--- config.mk ---
export PLATFORM = sky130hd
export DESIGN_NAME = rom_port_arbiter_flat
export DESIGN_NICKNAME = d
export VERILOG_FILES = /design/src/rtl/cpu_pkg.sv /design/src/rtl/rom_port_arbiter_if.sv /design/src/rtl/rom_port_arbiter_rr.sv /design/src/rtl/rom_port_arbiter.sv /design/src/flat_wrapper.sv
export SDC_FILE = /design/constraint.sdc
export NUM_CORES = 1
export LEC_CHECK = 0
export ABC_AREA = 1
export BUFFER_PORTS_ARGS = -buffer_cell sky130_fd_sc_hd__buf_2
export CORE_MARGIN = 4
export CORE_UTILIZATION = 35
export DETAILED_ROUTE_END_ITERATION = 10
export SETUP_SLACK_MARGIN = 0.1
export SLEW_MARGIN = 40
export SYNTH_ARGS = -nofsm -noshare
export SYNTH_HDL_FRONTEND = slang
export SYNTH_HIERARCHICAL = 1
export SYNTH_SLANG_ARGS = --single-unit
--- constraint.sdc ---
create_clock -name clk -period 2.5 [get_ports clk]
set_input_delay 0.25 -clock clk [delete_from_list [all_inputs] [get_ports clk]]
set_output_delay 0.25 -clock clk [all_outputs]
set_load 0.05 [all_outputs]
--- src/rtl/cpu_pkg.sv ---
// Shared CPU definitions: ROM geometry and the
// ROM port arbiter state encoding.
package cpu_pkg;

  localparam int ROM_ADDR_W = 10;
  localparam int WORD_W     = 32;

  typedef enum logic [1:0] {
    IDLE = 2'd0,
    READ = 2'd1,
    RESP = 2'd2
  } arb_state_e;

endpackage

--- src/rtl/rom_port_arbiter_if.sv ---
// Request/response bundle between the fetch/debug
// requesters (master) and the ROM port arbiter (slave).
interface rom_port_arbiter_if #(
  parameter int ADDR_W = 10,
  parameter int DATA_W = 32
);

  logic              req0_valid;
  logic [ADDR_W-1:0] req0_addr;
  logic              req0_ready;
  logic              req1_valid;
  logic [ADDR_W-1:0] req1_addr;
  logic              req1_ready;
  logic              rsp0_valid;
  logic              rsp1_valid;
  logic [DATA_W-1:0] rsp_data;
  logic              rsp0_ready;
  logic              rsp1_ready;

  modport master (
    output req0_valid, req0_addr,
    output req1_valid, req1_addr,
    input  req0_ready, req1_ready,
    input  rsp0_valid, rsp1_valid, rsp_data,
    output rsp0_ready, rsp1_ready
  );

  modport slave (
    input  req0_valid, req0_addr,
    input  req1_valid, req1_addr,
    output req0_ready, req1_ready,
    output rsp0_valid, rsp1_valid, rsp_data,
    input  rsp0_ready, rsp1_ready
  );

endinterface

--- src/rtl/rom_port_arbiter_rr.sv ---
// Two-input round-robin pick; a tie goes to the
// port that did not win last time.
module rr_arbiter2 (
  input  logic [1:0] i_req,
  input  logic       i_last_grant,
  output logic [1:0] o_grant
);

  always_comb begin
    o_grant = 2'b00;
    case (i_req)
      2'b01:   o_grant = 2'b01;
      2'b10:   o_grant = 2'b10;
      2'b11:   o_grant = i_last_grant ? 2'b01 : 2'b10;
      default: o_grant = 2'b00;
    endcase
  end

endmodule

--- src/rtl/rom_port_arbiter.sv ---
// Shares the instruction ROM read port between
// fetch (port 0) and debug/load (port 1).
module rom_port_arbiter
  import cpu_pkg::*;
#(
  parameter int ADDR_W = ROM_ADDR_W,
  parameter int DATA_W = WORD_W
) (
  input  logic              clk,
  input  logic              rst,
  rom_port_arbiter_if.slave bus,
  output logic [ADDR_W-1:0] rom_addr,
  input  logic [DATA_W-1:0] rom_data,
  output logic              busy
);

  arb_state_e        r_state;
  arb_state_e        w_next;
  logic [ADDR_W-1:0] r_rom_addr;
  logic [DATA_W-1:0] r_rsp_data;
  logic              r_owner;
  logic              r_last_grant;
  logic [1:0]        w_req;
  logic [1:0]        w_grant;
  logic              w_accept;
  logic [ADDR_W-1:0] w_addr;

  // Gate with rst so ready is low while reset is held.
  assign w_req = {bus.req1_valid, bus.req0_valid}
               & {2{~rst}};

  rr_arbiter2 u_rr (
    .i_req        (w_req),
    .i_last_grant (r_last_grant),
    .o_grant      (w_grant)
  );

  assign w_addr = w_grant[1] ? bus.req1_addr
                             : bus.req0_addr;

  always_comb begin
    w_next         = r_state;
    w_accept       = 1'b0;
    bus.req0_ready = 1'b0;
    bus.req1_ready = 1'b0;
    bus.rsp0_valid = 1'b0;
    bus.rsp1_valid = 1'b0;
    case (r_state)
      IDLE: begin
        if (|w_grant) begin
          w_accept       = 1'b1;
          bus.req0_ready = w_grant[0];
          bus.req1_ready = w_grant[1];
          w_next         = READ;
        end
      end
      READ: w_next = RESP;
      RESP: begin
        bus.rsp0_valid = ~r_owner;
        bus.rsp1_valid = r_owner;
        if (r_owner ? bus.rsp1_ready
                    : bus.rsp0_ready)
          w_next = IDLE;
      end
      default: w_next = IDLE;
    endcase
  end

  always_ff @(posedge clk or posedge rst) begin
    if (rst) begin
      r_state      <= IDLE;
      r_rom_addr   <= '0;
      r_rsp_data   <= '0;
      r_owner      <= 1'b0;
      r_last_grant <= 1'b1;
    end else begin
      r_state <= w_next;
      if (w_accept) begin
        r_rom_addr   <= w_addr;
        r_owner      <= w_grant[1];
        r_last_grant <= w_grant[1];
      end
      if (r_state == READ)
        r_rsp_data <= rom_data;
    end
  end

  assign rom_addr     = r_rom_addr;
  assign bus.rsp_data = r_rsp_data;
  assign busy         = (r_state != IDLE);

endmodule

--- src/flat_wrapper.sv ---
// flat-port wrapper written by rule: the top's interface ports become plain ports
module rom_port_arbiter_flat import cpu_pkg::*;
#(
  parameter int ADDR_W = ROM_ADDR_W,
  parameter int DATA_W = WORD_W
)
  (clk, rst, rom_addr, rom_data, busy, bus_req0_valid, bus_req0_addr, bus_req1_valid, bus_req1_addr, bus_req0_ready, bus_req1_ready, bus_rsp0_valid, bus_rsp1_valid, bus_rsp_data, bus_rsp0_ready, bus_rsp1_ready);
  rom_port_arbiter_if #(.ADDR_W(ADDR_W), .DATA_W(DATA_W)) bus_i ();
  input  logic clk;
  input  logic rst;
  output logic [ADDR_W-1:0] rom_addr;
  input  logic [DATA_W-1:0] rom_data;
  output logic busy;
  input wire logic [$bits(bus_i.req0_valid)-1:0] bus_req0_valid;
  input wire logic [$bits(bus_i.req0_addr)-1:0] bus_req0_addr;
  input wire logic [$bits(bus_i.req1_valid)-1:0] bus_req1_valid;
  input wire logic [$bits(bus_i.req1_addr)-1:0] bus_req1_addr;
  output wire logic [$bits(bus_i.req0_ready)-1:0] bus_req0_ready;
  output wire logic [$bits(bus_i.req1_ready)-1:0] bus_req1_ready;
  output wire logic [$bits(bus_i.rsp0_valid)-1:0] bus_rsp0_valid;
  output wire logic [$bits(bus_i.rsp1_valid)-1:0] bus_rsp1_valid;
  output wire logic [$bits(bus_i.rsp_data)-1:0] bus_rsp_data;
  input wire logic [$bits(bus_i.rsp0_ready)-1:0] bus_rsp0_ready;
  input wire logic [$bits(bus_i.rsp1_ready)-1:0] bus_rsp1_ready;
  assign bus_i.req0_valid = bus_req0_valid;
  assign bus_i.req0_addr = bus_req0_addr;
  assign bus_i.req1_valid = bus_req1_valid;
  assign bus_i.req1_addr = bus_req1_addr;
  assign bus_req0_ready = bus_i.req0_ready;
  assign bus_req1_ready = bus_i.req1_ready;
  assign bus_rsp0_valid = bus_i.rsp0_valid;
  assign bus_rsp1_valid = bus_i.rsp1_valid;
  assign bus_rsp_data = bus_i.rsp_data;
  assign bus_i.rsp0_ready = bus_rsp0_ready;
  assign bus_i.rsp1_ready = bus_rsp1_ready;
  rom_port_arbiter #(.ADDR_W(ADDR_W), .DATA_W(DATA_W)) u_core (.clk(clk), .rst(rst), .bus(bus_i), .rom_addr(rom_addr), .rom_data(rom_data), .busy(busy));
endmodule
# Yosys cells after proc, flatten, opt, wreduce, memory -nomap -nowiden
# Cells that the tools add are included.
totals:
  output_inout_bits: 47
  ff_bits: 46
op_classes:
  n_mux: 15
  n_eq_ne: 7
  n_reduce_logical: 4
  bitwise_logic: 3
op_table:
  columns: ["cell", "count"]
  rows:
  - ["2-bit case mux with 3 select lines", 2]
  - ["10-bit two-way mux", 1]
  - ["1-bit two-way mux", 9]
  - ["2-bit equality test, second input constant", 3]
  - ["2-bit two-way mux", 3]
  - ["2-bit by 1-bit equality test with 1-bit output, second input constant", 2]
  - ["2-bit by 1-bit != test with 1-bit output, second input constant", 2]
  - ["2-bit AND", 1]
  - ["2-bit logical NOT", 1]
  - ["1-bit NOT", 2]
  - ["2-bit AND reduction", 1]
  - ["2-bit nonzero test", 1]
  - ["2-bit OR reduction", 1]

# Longest topological paths before layout
depth:
  word_depth: 7
  mapped_depth: 11
  ltp_nobuf: 10

# Modules after synthesis
# The synthesis kept the hierarchy.
by_module_without_submodules:
  columns: ["mod", "cells_per_inst", "area_per_inst_um2", "n_inst", "seq_area_each_um2"]
  rows:
  - ["rom_port_arbiter", 248, 2024.4, 1, 1152.4]
  - ["rr_arbiter2", 5, 21.3, 1, 0.0]

# Worst setup path after synthesis
# No wires, ideal clock.
synth_path:
  path_kind: "reg2out"
  startpoint: "reg u_core.r_last_grant"
  endpoint: "out bus_req0_ready"
  stages_incl_launch_ff: 5
  path_buffers: 0
  arrival_ns: 1.367
  setup_slack_ns: 0.883
  required_time_ns: 2.250
  path_cell_list: "dfstp_2 -> nand3_1 -> nand2_1 -> inv_1 -> nor2_1"
synth_between:
  elab_chain_cells: 5
synth_rtl:
  columns: ["element", "line_no", "rtl"]
  rows:
  - ["start, declared", "rom_port_arbiter.sv:22", "logic r_last_grant;"]
  - ["start signal, assigned", "rom_port_arbiter.sv:81", "r_last_grant <= w_grant[1];"]
  - ["2-bit two-way mux (*)", "rom_port_arbiter_rr.sv:14", "2'b11: o_grant = i_last_grant ? 2'b01 : 2'b10;"]
  - ["2-bit case mux with 3 select lines (*)", "rom_port_arbiter_rr.sv:11", "case (i_req)"]
  - ["net u_core.w_grant[0]", "rom_port_arbiter.sv:24", "logic [1:0] w_grant;"]
  - ["2-bit OR reduction", "rom_port_arbiter.sv:50", "if (|w_grant) begin"]
  - ["1-bit two-way mux (*)", "rom_port_arbiter.sv:50", null]
  - ["1-bit two-way mux (*)", "rom_port_arbiter.sv:48", "case (r_state)"]
  - ["end, declared", "flat_wrapper.sv:18", "output wire logic [$bits(bus_i.req0_ready)-1:0] bus_req0_ready;"]
# The timed path passes the listed nets; every way through them passes the cells marked *.

# Worst setup path in the final report
layout_path:
  startpoint: "reg u_core.r_state[0]"
  endpoint: "out bus_rsp0_valid"
layout_between:
  elab_chain_cells: 2
layout_rtl:
  columns: ["element", "line_no", "rtl"]
  rows:
  - ["start, declared", "rom_port_arbiter.sv:17", "arb_state_e r_state;"]
  - ["start signal, assigned", "rom_port_arbiter.sv:77", "r_state <= w_next;"]
  - ["2-bit equality test", "rom_port_arbiter.sv:48", null]
  - ["1-bit two-way mux", "rom_port_arbiter.sv:48", null]
  - ["end, declared", "flat_wrapper.sv:20", "output wire logic [$bits(bus_i.rsp0_valid)-1:0] bus_rsp0_valid;"]
# No other way between the ends.

==> flow_summary.ini <==
[synthesis]
post_synth_num_cell_types = 14
synthesis.nets = 311
synth_top_cell_by_area = sky130_fd_sc_hd__dfrtp_1
ys_dominant_reg_cell = sky130_fd_sc_hd__dfrtp_1
synth_edf_count = 0
synth-seq-cells = 46
async_flop_share = 1.00
synthTopCellsByCount = 136 x sky130_fd_sc_hd__nand2_1, 45 x sky130_fd_sc_hd__dfrtp_1, 34 x sky130_fd_sc_hd__nand3_1, 9 x sky130_fd_sc_hd__inv_1, 8 x sky130_fd_sc_hd__buf_2
synth_area_um2 = 2050
ys_top_cells_by_area = sky130_fd_sc_hd__dfrtp_1 55%, sky130_fd_sc_hd__nand2_1 25%, sky130_fd_sc_hd__nand3_1 8.3%
synthesis.area_per_instance_um2 = 8.09
synth_top_area_share = 0.550
synthesis.yosys.warnings = 6
ys_seq_area_frac = 0.563
yosysMostFrequentCell = sky130_fd_sc_hd__nand2_1
syn-instance-count = 253

[power]
leakage_uw = 0.00163
power.density_nw_per_um2 = 1550
ir_drop_mv = 0.752

[layout]
final_net_count = 411
seqCellArea_um2 = 1150
num-fill-cells = 583
layout_cell_share_with_drive_strength_beyond_1 = 0.342
antennaDiodeCount = 0
finalCoreUtilization = 0.481
multi_input_comb_area_um2 = 757
area_delta_synth_final_pct = 30.9

[die]
die_area_um2 = 7130
die_w_um = 84.5
top_level_ports = 105
placementRows = 27
start_util = 0.367
core-area_um2 = 5570
die_height_um = 84.5

[grt]
vias_in_the_first_global_route = 1811
antenna_found_initial = 0
grt_first_pass_wirelength_mm = 8.22
gr-usage-all-layers = 0.140
grt_overflow_total = 0
pin_count_of_the_biggest_net_entering_global_routing = 47

[timing]
setup_tns_ps = 0
finalHoldViolations = 0
timing.max_slew.rel_slack = 0.629
hold_worst_slack_ps = 30.0
timing.final.crit_share = 0.737
max_slew.worst_pin.slew_ps = 557
fin_skew_ps = 6.26
clock.fmax_mhz = 542
rsz_0062_raised_after_global_routing = false
report.final.slew_viol_count = 0
final.min_clock_period_ps = 1840
setup_violators_final = 0

[detailed_routing]
drt-total-wl_mm = 4.97
dr_vias = 1926
drt_drc_violations_left = 0
viasPerCell = 4.52
wire_per_inst_um = 11.7
drt_first_iter_violations = 44
drt_pre_antenna_iters = 4
postRouteAntennaNets = 0

[setup_path]
worstPathArrival_ps = 1590
timing.setup.critical_path_class = flip-flop to primary output
maximum_fanout_count_along_the_critical_path = 12
cp-end-kind = primary output
critPathLaunchType = flip-flop
worst-endpoint-required_ps = 2250

[placed_design]
count_of_buffers_from_port_buffering = 104
place.gp.congestion = 0.775
dp_hpwl_mm = 3.55

[clock_network]
clk_latency_ps = 290
cts_setup_buffers = 0
clk_pin_slew_ps = 80
h-tree-depth = 2
cts_resized = 0
clock_tree.buffer_depth = 2
clock_tree.root_cell = sky130_fd_sc_hd__clkbuf_8
cts_made_buffers = 5
cts_hold_buffers = 0
cts_tree = yes
clock_sink_count = 46

[outcome]
run_status = finished, final reports clean

[flow_run]
drv.max_cap_violation_count = 0

[min_path]
hold_class = primary input to asynchronous set/reset pin
metrics by stage:
| stage | worst slack, ps | cells | area (µm²) | power [µW] |
|---|---|---|---|---|
| 2_1_floorplan | 883 | 253 | 2050 | 3210 |
| 3_3_place_gp | 834 | 418 | 2590 | 3730 |
| 3_5_place_dp | 770 | 418 | 2590 | 3750 |
| 4_1_cts | 614 | 426 | 2680 | 4210 |
| 5_1_grt | 511 | 426 | 2680 | 4430 |
| 6_report | 657 | 426 | 2680 | 4160 |
power by group:
group          internal [µW]  switching, µW
logic                    504           1900
clock network            225            223
registers               1100            204
worst max-delay path: stages, from the launching register on:
cell and delay, ps:
sky130_fd_sc_hd__dfrtp_1 510, sky130_fd_sc_hd__buf_4 240, sky130_fd_sc_hd__nor2_1 140, sky130_fd_sc_hd__inv_1 70
sky130_fd_sc_hd__nor2_1 80, sky130_fd_sc_hd__buf_2 260
layout make-up:
class | instances | area share
multi-input combinational | 182 | 0.283
clock buffer | 8 | 0.0336
tap | 72 | 0.0336
sequential | 46 | 0.430
timing repair buffer | 107 | 0.203
inverter | 11 | 0.0173
final timing paths:
check                      slack [ps]  cells after the start                                from                             endpoint
setup / recovery                  660                      5       u_core/r_state[0]$_DFFE_PP0P_                       bus_rsp0_valid
hold / removal                     30                      2                                 rst  u_core/bus.rsp_data[21]$_DFFE_PP0N_
setup reg to reg                  920                      6     u_core/r_last_grant$_DFFE_PP1P_       u_core/rom_addr[0]$_DFFE_PP0P_
hold reg to reg                   470                      2  u_core/bus.rsp_data[1]$_DFFE_PP0N_   u_core/bus.rsp_data[1]$_DFFE_PP0N_
max in group asynchronous        2090                      2                                 rst   u_core/bus.rsp_data[8]$_DFFE_PP0N_
min in group clk                  190                      3                        rom_data[31]  u_core/bus.rsp_data[31]$_DFFE_PP0N_
metal layers:
| layer | part of all wire | global-route usage | up-vias |
|---|---|---|---|
| li1 | - | - | 970 |
| met1 | 0.45 | 0.175 | 878 |
| met2 | 0.46 | 0.233 | 72 |
| met3 | 0.087 | 0.0481 | 6 |
| met4 | 0.011 | 0.0388 | 0 |
| met5 | 0 | 0 | - |
state kept, by name, indices dropped and copies added (netlist names):
register	count
u_core/r_owner	1
u_core/r_state	2
u_core/bus.rsp_data	32
u_core/r_last_grant	1
u_core/rom_addr	10
kinds of logic after synthesis:
kind of cell / after synthesis / synth area share
and+or+nand+nor: 181 / 0.368
DFF: 46 / 0.563
buffers and inverters: 25 / 0.0667
AOI/OAI and AO/OA: 1 / 0.00244
placed cells by master (no fill, tap or decap):
cell type / count
sky130_fd_sc_hd__inv_1: 8
sky130_fd_sc_hd__nand3_1: 34
sky130_fd_sc_hd__nor2_4: 2
sky130_fd_sc_hd__nand2_1: 136
sky130_fd_sc_hd__dfstp_2: 1
sky130_fd_sc_hd__inv_2: 1
sky130_fd_sc_hd__clkbuf_8: 6
sky130_fd_sc_hd__nand2_4: 2
sky130_fd_sc_hd__nor2_1: 7
sky130_fd_sc_hd__buf_2: 104
sky130_fd_sc_hd__buf_4: 3
sky130_fd_sc_hd__dfrtp_1: 45
sky130_fd_sc_hd__inv_4: 2
sky130_fd_sc_hd__a21oi_1: 1
sky130_fd_sc_hd__clkbuf_1: 2
Power figures use the tool's default switching activity.
